===== src/rtl/stage_ex_muldiv.sv =====
// Execute stage with single-cycle ALU, iterative 32-step mul/div unit (HI/LO) and EX/MEM latch; 1-cycle latch latency.
// outStall holds upstream during a mul/div run; EX_FAST_MUL_EN selects a combinational multiplier for MULT/MULTU.
module stage_ex_muldiv #(
  parameter int WIDTH = 32,
  parameter int STEPS = 32
) (
  input  logic             clk,
  input  logic             rstN,
  input  logic             enable,
  input  logic [WIDTH-1:0] inOperandA,
  input  logic [WIDTH-1:0] inOperandB,
  input  logic [WIDTH-1:0] inStoreData,
  input  logic [4:0]       inShamt,
  input  logic [3:0]       inAluOp,
  input  logic [2:0]       inMdOp,
  input  logic             inMemWrite,
  input  logic             inMemRead,
  input  logic             inRegWrite,
  input  logic [1:0]       inMemtoReg,
  input  logic [1:0]       inFlagStore,
  input  logic [2:0]       inFlagLoad,
  input  logic [4:0]       inMuxRtRd,
  input  logic [4:0]       inRegRt,
  output logic             outStall,
  output logic [WIDTH-1:0] outAluResult,
  output logic [WIDTH-1:0] outStoreData,
  output logic             outMemWrite,
  output logic             outMemRead,
  output logic             outRegWrite,
  output logic [1:0]       outMemtoReg,
  output logic [1:0]       outFlagStore,
  output logic [2:0]       outFlagLoad,
  output logic [4:0]       outMuxRtRd,
  output logic [4:0]       outRegRt
);

  typedef enum logic [1:0] {IDLE, BUSY, DONE} md_state_t;

  localparam logic [5:0] LAST_STEP = 6'(STEPS - 1);

  md_state_t state, state_nxt;

  logic [5:0]         count;
  logic [WIDTH-1:0]   hi, lo;
  logic [WIDTH-1:0]   opnd;
  logic [WIDTH-1:0]   raw_a;
  logic [2*WIDTH-1:0] work;
  logic               is_div, is_signed, sign_a, sign_b;

  logic               md_valid, op_div, op_sgn;
  logic [WIDTH-1:0]   mag_a, mag_b;
  logic [WIDTH:0]     mul_sum;
  logic [2*WIDTH-1:0] mul_next;
  logic [WIDTH:0]     div_shift;
  logic [WIDTH+1:0]   div_diff;
  logic [2*WIDTH-1:0] div_next;
  logic [2*WIDTH-1:0] prod_fix;
  logic [WIDTH-1:0]   quo_fix, rem_fix;
  logic [WIDTH-1:0]   alu_res;

  assign md_valid = (inMdOp >= 3'd1) && (inMdOp <= 3'd4);
  assign op_div   = (inMdOp == 3'd3) || (inMdOp == 3'd4);
  assign op_sgn   = (inMdOp == 3'd1) || (inMdOp == 3'd3);
  assign mag_a    = (op_sgn && inOperandA[WIDTH-1]) ? -inOperandA : inOperandA;
  assign mag_b    = (op_sgn && inOperandB[WIDTH-1]) ? -inOperandB : inOperandB;

`ifdef EX_FAST_MUL_EN
  logic [2*WIDTH-1:0] ext_a, ext_b, fast_prod;
  assign ext_a     = op_sgn ? {{WIDTH{inOperandA[WIDTH-1]}}, inOperandA} : {{WIDTH{1'b0}}, inOperandA};
  assign ext_b     = op_sgn ? {{WIDTH{inOperandB[WIDTH-1]}}, inOperandB} : {{WIDTH{1'b0}}, inOperandB};
  assign fast_prod = ext_a * ext_b;
`endif

  // Multiply: work = {partial product, remaining multiplier bits}, shifted right each step.
  assign mul_sum  = {1'b0, work[2*WIDTH-1:WIDTH]} + (work[0] ? {1'b0, opnd} : {(WIDTH+1){1'b0}});
  assign mul_next = {mul_sum, work[WIDTH-1:1]};

  // Divide: work = {remainder, dividend/quotient}, shifted left each step.
  assign div_shift = work[2*WIDTH-1:WIDTH-1];
  assign div_diff  = {1'b0, div_shift} - {2'b00, opnd};
  assign div_next  = div_diff[WIDTH+1] ? {div_shift[WIDTH-1:0], work[WIDTH-2:0], 1'b0}
                                       : {div_diff[WIDTH-1:0],  work[WIDTH-2:0], 1'b1};

  assign prod_fix = (is_signed && (sign_a ^ sign_b)) ? -work : work;
  assign quo_fix  = (is_signed && (sign_a ^ sign_b)) ? -work[WIDTH-1:0] : work[WIDTH-1:0];
  assign rem_fix  = (is_signed && sign_a) ? -work[2*WIDTH-1:WIDTH] : work[2*WIDTH-1:WIDTH];

  always_ff @(posedge clk) begin
    if (!rstN) state <= IDLE;
    else       state <= state_nxt;
  end

  always_comb begin
    state_nxt = state;
    outStall  = 1'b0;
    case (state)
      IDLE: begin
        if (enable && md_valid) begin
          outStall  = 1'b1;
          state_nxt = BUSY;
`ifdef EX_FAST_MUL_EN
          if (!op_div) state_nxt = DONE;
`endif
        end
      end
      BUSY: begin
        outStall = 1'b1;
        if (count == LAST_STEP) state_nxt = DONE;
      end
      DONE:    state_nxt = IDLE;
      default: state_nxt = IDLE;
    endcase
    if (!rstN) outStall = 1'b0;
  end

  always_ff @(posedge clk) begin
    if (!rstN) begin
      count     <= '0;
      work      <= '0;
      opnd      <= '0;
      raw_a     <= '0;
      is_div    <= 1'b0;
      is_signed <= 1'b0;
      sign_a    <= 1'b0;
      sign_b    <= 1'b0;
      hi        <= '0;
      lo        <= '0;
    end else begin
      case (state)
        IDLE: begin
          if (enable && md_valid) begin
            count     <= '0;
            is_div    <= op_div;
            is_signed <= op_sgn;
            sign_a    <= op_sgn & inOperandA[WIDTH-1];
            sign_b    <= op_sgn & inOperandB[WIDTH-1];
            raw_a     <= inOperandA;
            opnd      <= op_div ? mag_b : mag_a;
            work      <= op_div ? {{WIDTH{1'b0}}, mag_a} : {{WIDTH{1'b0}}, mag_b};
`ifdef EX_FAST_MUL_EN
            // Product is already signed-correct, so suppress the DONE sign fix.
            if (!op_div) begin
              work      <= fast_prod;
              is_signed <= 1'b0;
            end
`endif
          end
        end
        BUSY: begin
          count <= count + 6'd1;
          work  <= is_div ? div_next : mul_next;
        end
        DONE: begin
          if (is_div) begin
            if (opnd == '0) begin
              hi <= raw_a;
              lo <= {WIDTH{1'b1}};
            end else begin
              hi <= rem_fix;
              lo <= quo_fix;
            end
          end else begin
            hi <= prod_fix[2*WIDTH-1:WIDTH];
            lo <= prod_fix[WIDTH-1:0];
          end
        end
        default: ;
      endcase
    end
  end

  always_comb begin
    alu_res = '0;
    case (inAluOp)
      4'd0:  alu_res = inOperandA + inOperandB;
      4'd1:  alu_res = inOperandA - inOperandB;
      4'd2:  alu_res = inOperandA & inOperandB;
      4'd3:  alu_res = inOperandA | inOperandB;
      4'd4:  alu_res = inOperandA ^ inOperandB;
      4'd5:  alu_res = ~(inOperandA | inOperandB);
      4'd6:  alu_res = {{(WIDTH-1){1'b0}}, ($signed(inOperandA) < $signed(inOperandB))};
      4'd7:  alu_res = {{(WIDTH-1){1'b0}}, (inOperandA < inOperandB)};
      4'd8:  alu_res = inOperandB << inShamt;
      4'd9:  alu_res = inOperandB >> inShamt;
      4'd10: alu_res = $unsigned($signed(inOperandB) >>> inShamt);
      4'd11: alu_res = {inOperandB[15:0], 16'h0000};
      4'd12: alu_res = hi;
      4'd13: alu_res = lo;
      default: alu_res = '0;
    endcase
  end

  always_ff @(posedge clk) begin
    if (!rstN) begin
      outAluResult <= '0;
      outStoreData <= '0;
      outMemWrite  <= 1'b0;
      outMemRead   <= 1'b0;
      outRegWrite  <= 1'b0;
      outMemtoReg  <= '0;
      outFlagStore <= '0;
      outFlagLoad  <= '0;
      outMuxRtRd   <= '0;
      outRegRt     <= '0;
    end else if (enable) begin
      if (outStall) begin
        outMemWrite <= 1'b0;
        outMemRead  <= 1'b0;
        outRegWrite <= 1'b0;
      end else begin
        outAluResult <= alu_res;
        outStoreData <= inStoreData;
        outMemWrite  <= inMemWrite;
        outMemRead   <= inMemRead;
        outRegWrite  <= inRegWrite;
        outMemtoReg  <= inMemtoReg;
        outFlagStore <= inFlagStore;
        outFlagLoad  <= inFlagLoad;
        outMuxRtRd   <= inMuxRtRd;
        outRegRt     <= inRegRt;
      end
    end
  end

endmodule

===== config.mk =====
export PLATFORM = sky130hd
export DESIGN_NAME = stage_ex_muldiv
export DESIGN_NICKNAME = d
export VERILOG_FILES = /design/src/rtl/stage_ex_muldiv.sv
export SDC_FILE = /design/constraint.sdc
export NUM_CORES = 2
export LEC_CHECK = 0
export CORE_MARGIN = 2
export CORE_UTILIZATION = 45
export CTS_BUF_LIST = sky130_fd_sc_hd__clkbuf_4 sky130_fd_sc_hd__clkbuf_8 sky130_fd_sc_hd__clkbuf_16
export DETAILED_ROUTE_END_ITERATION = 8
export SETUP_SLACK_MARGIN = 0.3
export SKIP_CTS_REPAIR_TIMING = 1
export SYNTH_ARGS = -nofsm -noshare
export SYNTH_HDL_FRONTEND = slang
export SYNTH_SLANG_ARGS = --single-unit

===== constraint.sdc =====
create_clock -name clk -period 4.84 [get_ports clk]
set_input_delay 1.452 -clock clk [delete_from_list [all_inputs] [get_ports clk]]
set_output_delay 1.452 -clock clk [all_outputs]
set_load 0.1 [all_outputs]

After elaboration in Yosys (flattened, before gate mapping)
Cells that the tools add are included.

Flip-flop bits (word level): 288. Input port bits: 131. Output and inout bits: 85. Word-level logic and storage cells: 111.

Add/sub/neg operators: 10. $lt $le $gt $ge: 4. Equality and inequality tests: 21. Shifts and indexed selects: 3. Mux-type cells: 28. Bitwise gates (word level): 8. Reduce and logical (&&, ||, !) cells: 16.

Operators by type and width (count): case mux 32 bit (14 select lines) (1); 2-to-1 mux 32 bit (11); 2-to-1 mux 64 bit (4); negator 32 bit (4); case mux 64 bit (2 select lines) (1); less-than comparator 32 bit (2); negator 64 bit (1); subtractor 33 x 32 -> 34 bit (1); adder 32 x 32 -> 33 bit (1); adder 32 bit (1); AND 32 bit (1); zero test 32 bit (1); NOT 32 bit (1); bitwise OR 32 bit (1); << shifter 32 x 5 -> 32 bit (1); right shift 32 x 5 -> 32 bit (1); >>> shifter 32 x 5 -> 32 bit (1); subtractor 32 bit (1); bitwise XOR 32 bit (1); equality test 4 bit (second input constant) (6); equality test 4 x 3 -> 1 bit (second input constant) (4); case mux 6 bit (2 select lines) (1); equality test 4 x 2 -> 1 bit (second input constant) (2); AND reduction 2 bit (4); other kinds (24) (37).

Depth between registers and ports, before layout
Word-level depth: 8. Mapped depth: 15. Depth with buffers taken out: 13.

Worst setup path after synthesis
Ideal clock, no wire load.

Path kind: in2out. From: input port inMdOp[1]. To: output port outStall. Data arrival time: 2.860 ns. Data required time: 3.388 ns. Slack: 0.528 ns. Stages: 5. Path buffers: 0. Cells stage by stage: nor2_1 > xnor2_1 > a21oi_1 > or3_1 > inv_1.

Longest elaborated chain between the ends: 6.

RTL lines: start: declaration (RTL line 15) `input logic [2:0] inMdOp,`; >= comparator 3 x 1 -> 1 bit or <= comparator 3 bit (tied branches) (RTL line 61) `assign md_valid = (inMdOp >= 3'd1) && (inMdOp <= 3'd4);`; logical AND 1 bit (*) (RTL line 61); logical AND 1 bit (*) (RTL line 98) `if (enable && md_valid) begin`; 2-to-1 mux 1 bit (*) (RTL line 98); case mux 1 bit (2 select lines) (*) (RTL line 96) `case (state)`; 2-to-1 mux 1 bit (*) (RTL line 113) `if (!rstN) outStall = 1'b0;`; end: declaration (RTL line 24) `output logic outStall,`.

Mark *: on every way between the ends. The rest lies on a longest branch, timed or not.

Final worst setup path
From: input port inMdOp[2]. To: output port outStall.

The elaborated chain is that of the path after synthesis.

==> impl_metrics.csv <==
group,metric,value,unit
run_status,outcome,"completed",
logic_synthesis,synth_edf_count,0,
critical_path,crit_end,"outStall",
timing,setup_viol,0,
route,drc_errors,0,
clock_network,tritoncts,"built",
flow_run,maxCapViolations,0,
timing,hold_violations,0,
logic_synthesis,ys_seq_area_share,20.45,%
clock_network,path_clk_slew,50,ps
power_and_ir_drop,p_comb_share,38.1,%
critical_path,path_depth,7,
hold_path,holdPathStages,2,
critical_path,critPathLaunchType,"input pin",
critical_path,slowest_delay,510,ps
clock_network,insertion_delay,570,ps
die,io_pins,216,
critical_path,r2r_cells,13,
timing,slew_viol_final,0,
power_and_ir_drop,p_int,5.855,mW
power_and_ir_drop,p_clk_share,34.1,%
critical_path,regToRegSetupSlack,670,ps
power_and_ir_drop,ir_drop,0.0003076,V
die,start_util,45.59,%
global_route,grt_pass1_vias,29384,
place,dp_hpwl,101600,um
route,detail_route.first_pass.iterations,6,
clock_network,h-tree-depth,2,
power_and_ir_drop,seqPwrFrac,27.8,%
logic_synthesis,yosys_warnings,0,
timing,worstMarginPinSlew,1105,ps
timing,relSlewSlack,26.06,%
logic_synthesis,syn_area,28190,um^2
timing,finClkSkew,18.56,ps
critical_path,slowest_stage,"clkdlybuf4s50_1",
power_and_ir_drop,p_sw,3.766,mW
critical_path,r2r_end,"work[63]$_SDFFE_PN0P_",
logic_synthesis,synth_area_leaders,"dfxtp_1, a21oi_1, ha_1, nand2_1, o21ai_0",
timing,fin_tns_setup,0,ps
critical_path,crit_arrival,3030,ps
critical_path,crit_chain,"clkdlybuf4s50_1 -> xnor2_1 -> buf_4 -> a21oi_2 -> or3_4 -> inv_4 -> buf_12",
timing,rsz0062_at_grt,"false",
final_layout,area_growth,21.10,%
timing,fmax,0.2233,GHz
route,drt-initial-drc-count,4401,
clock_network,clockBufferDepth,3,
route,wl_per_cell,25.85,um
critical_path,crit_required,3390,ps
die,placementRows,91,
place,numPlacedInstances,4958,
global_route,grt_max_degree,76,
critical_path,crit_family,"buffers and inverters",
final_layout,nets,4467,
clock_network,root_buffer,"clkbuf_16",
route,vias_per_cell,6.439,
die,die-area,64660,um^2
logic_synthesis,yosys_register_bits,288,
route,postRouteWirelength,130100,um
logic_synthesis,synth_ff_type,"dfxtp_1",
critical_path,endpoint_kind,"output pin",
final_layout,fillers,6157,
critical_path,r2r-start,"work[0]$_SDFFE_PN0P_",
clock_network,clock-sinks,288,
logic_synthesis,yosysTopAreaCellShare,20.45,%
power_and_ir_drop,power.leakage,13.66,nW
logic_synthesis,synth_cell_types,99,
final_layout,fin_util,55.21,%
critical_path,worstSetupStartpoint,"inMdOp[2]",
die,core,61830,um^2
global_route,grt-ovfl-total,0,
route,vias,32396,
power_and_ir_drop,swShare,39.14,%
place,routabilityCongestion,1.077,
logic_synthesis,yosysTopAreaCell,"dfxtp_1",
timing,fin_crit,4478,ps
logic_synthesis,async_reset_ff_share,0,%
die,fp.dieW,254.3,um
global_route,grt_pass1_wl,190000,um
die,die_h,254.3,um
global_route,track_usage,38.92,%
hold_path,hp-class,"reg2reg",
place,portBuffers,215,
logic_synthesis,netlist_instances,3928,
route,ant_nets,0,
power_and_ir_drop,powerDensity,281.9,nW/um^2
logic_synthesis,avgSynthCellArea,7.176,um^2
global_route,antenna_found_initial,2,
final_layout,final_cells,5031,
critical_path,crit_type,"in2out",
clock_network,numCtsBuffers,38,
final_layout,layout-drive-gt1-share,12.41,%
critical_path,crit_buf_inv,4,
logic_synthesis,synth_fp_nets,4232,
critical_path,cp_max_fo,4,
timing,period_share,92.53,%
worst min-delay path by stage:
stage                                   from                       endpoint  slack, ps
2_1_floorplan            hi[15]$_SDFFE_PN0N_            hi[15]$_SDFFE_PN0N_        430
3_5_place_dp        outRegWrite$_SDFFE_PN0P_       outRegWrite$_SDFFE_PN0P_        450
3_3_place_gp        outRegWrite$_SDFFE_PN0P_       outRegWrite$_SDFFE_PN0P_        440
6_report        outFlagStore[1]$_SDFFE_PN0P_   outFlagStore[1]$_SDFFE_PN0P_        450
5_1_grt        outStoreData[24]$_SDFFE_PN0P_  outStoreData[24]$_SDFFE_PN0P_        470
4_1_cts                raw_a[3]$_SDFFE_PN0P_          raw_a[3]$_SDFFE_PN0P_        450
through the flow:
| step | hold slack (ps) | power, mW | area [um^2] | setup slack (ps) |
|---|---|---|---|---|
| 2_1_floorplan | 432.4 | 4.986 | 28190 | 527.5 |
| 3_3_place_gp | 439.7 | 6.264 | 32660 | -126.8 |
| 3_5_place_dp | 445.4 | 6.268 | 32660 | -67.72 |
| 4_1_cts | 453.5 | 9.542 | 34080 | 230.8 |
| 5_1_grt | 468.5 | 9.966 | 34120 | 326.3 |
| 6_report | 449.5 | 9.621 | 34130 | 361.6 |
cell usage after synthesis (66+ instances only):
master    instances
inv_1           163
nor2_1          349
clkbuf_1        274
a211oi_1        106
xnor2_1         137
mux2i_1         118
nand3_1          77
nand2_1         479
nor3_1           66
ha_1            169
o21ai_0         298
a21oi_1         439
dfxtp_1         288
cell type report:
cell class	count	area [um^2]	share of cell area, %
multi-input cells	3137	20580	60.29
clock buffers	48	1075	3.149
diodes	4	10.01	0.02932
repair buffers	533	4682	13.72
inverters	165	626.9	1.836
clock inverters	19	342.8	1.004
flip-flops and latches	288	5769	16.90
well taps	837	1047	3.068
placed cells by master (no fill, tap or decap), types with 20 or more instances in the layout:
cell               n
o21ai_0          298
a21oi_1          435
a21o_1            51
nor2_1           347
ha_1             169
and2_1            21
a211oi_1         106
mux2i_1          118
mux4_2            41
inv_1            161
o21a_1            24
nor3_1            64
xor2_1            54
nor4_1            27
clkdlybuf4s50_1  207
nand3_1           76
nand4_1           34
a31oi_1           59
o211ai_1          61
o31ai_1           45
or3_1             20
buf_4            307
a22oi_1           53
a221oi_1          41
clkbuf_16         39
dfxtp_1          287
xnor2_1          137
nand2_1          479
nand2b_1          23
per-layer routing:
| layer | vias to the layer above | track usage (%) | wire length [um] |
|---|---|---|---|
| met5 | - | 0.07519 | 0 |
| met4 | 0 | 17.29 | 6543 |
| met3 | 327 | 8.900 | 14040 |
| met2 | 1959 | 57.18 | 53950 |
| met1 | 15314 | 54.03 | 55520 |
| li1 | 14796 | - | - |
power by group through the flow:
| stage | Clock, mW | Sequential, mW | Combinational (mW) |
|---|---|---|---|
| after floorplan | 0 | 3.04 | 1.95 |
| after global placement | 0 | 2.72 | 3.54 |
| after detailed placement | 0 | 2.72 | 3.54 |
| after CTS | 3.31 | 2.67 | 3.56 |
| after global routing | 3.40 | 2.69 | 3.87 |
| final | 3.28 | 2.68 | 3.66 |
sequential cells by signal (all words and copies together), names as in the netlist, 6 cells and up:
| register | cells |
|---|---|
| count | 6 |
| hi | 32 |
| lo | 32 |
| opnd | 32 |
| outAluResult | 32 |
| outStoreData | 32 |
| raw_a | 32 |
| work | 64 |
worst register-to-register path: cells and delay by family (launching register included):
kind | cells | cell delay [ps]
compound gates | 10 | 2780
fa+ha+maj | 2 | 700
flops | 1 | 390
simple gates | 1 | 200
kinds of logic after synthesis:
logic type               share of synthesized area, %
AO/OA/AOI/OAI                                   31.46
XOR/XNOR                                        5.935
multiplexers                                    7.906
AND/OR/NAND/NOR                                 19.53
buffers and inverters                           6.925
adder cells (fa/ha/maj)                         7.786
flip-flops                                      20.45
(Power assumes the default switching activity.)
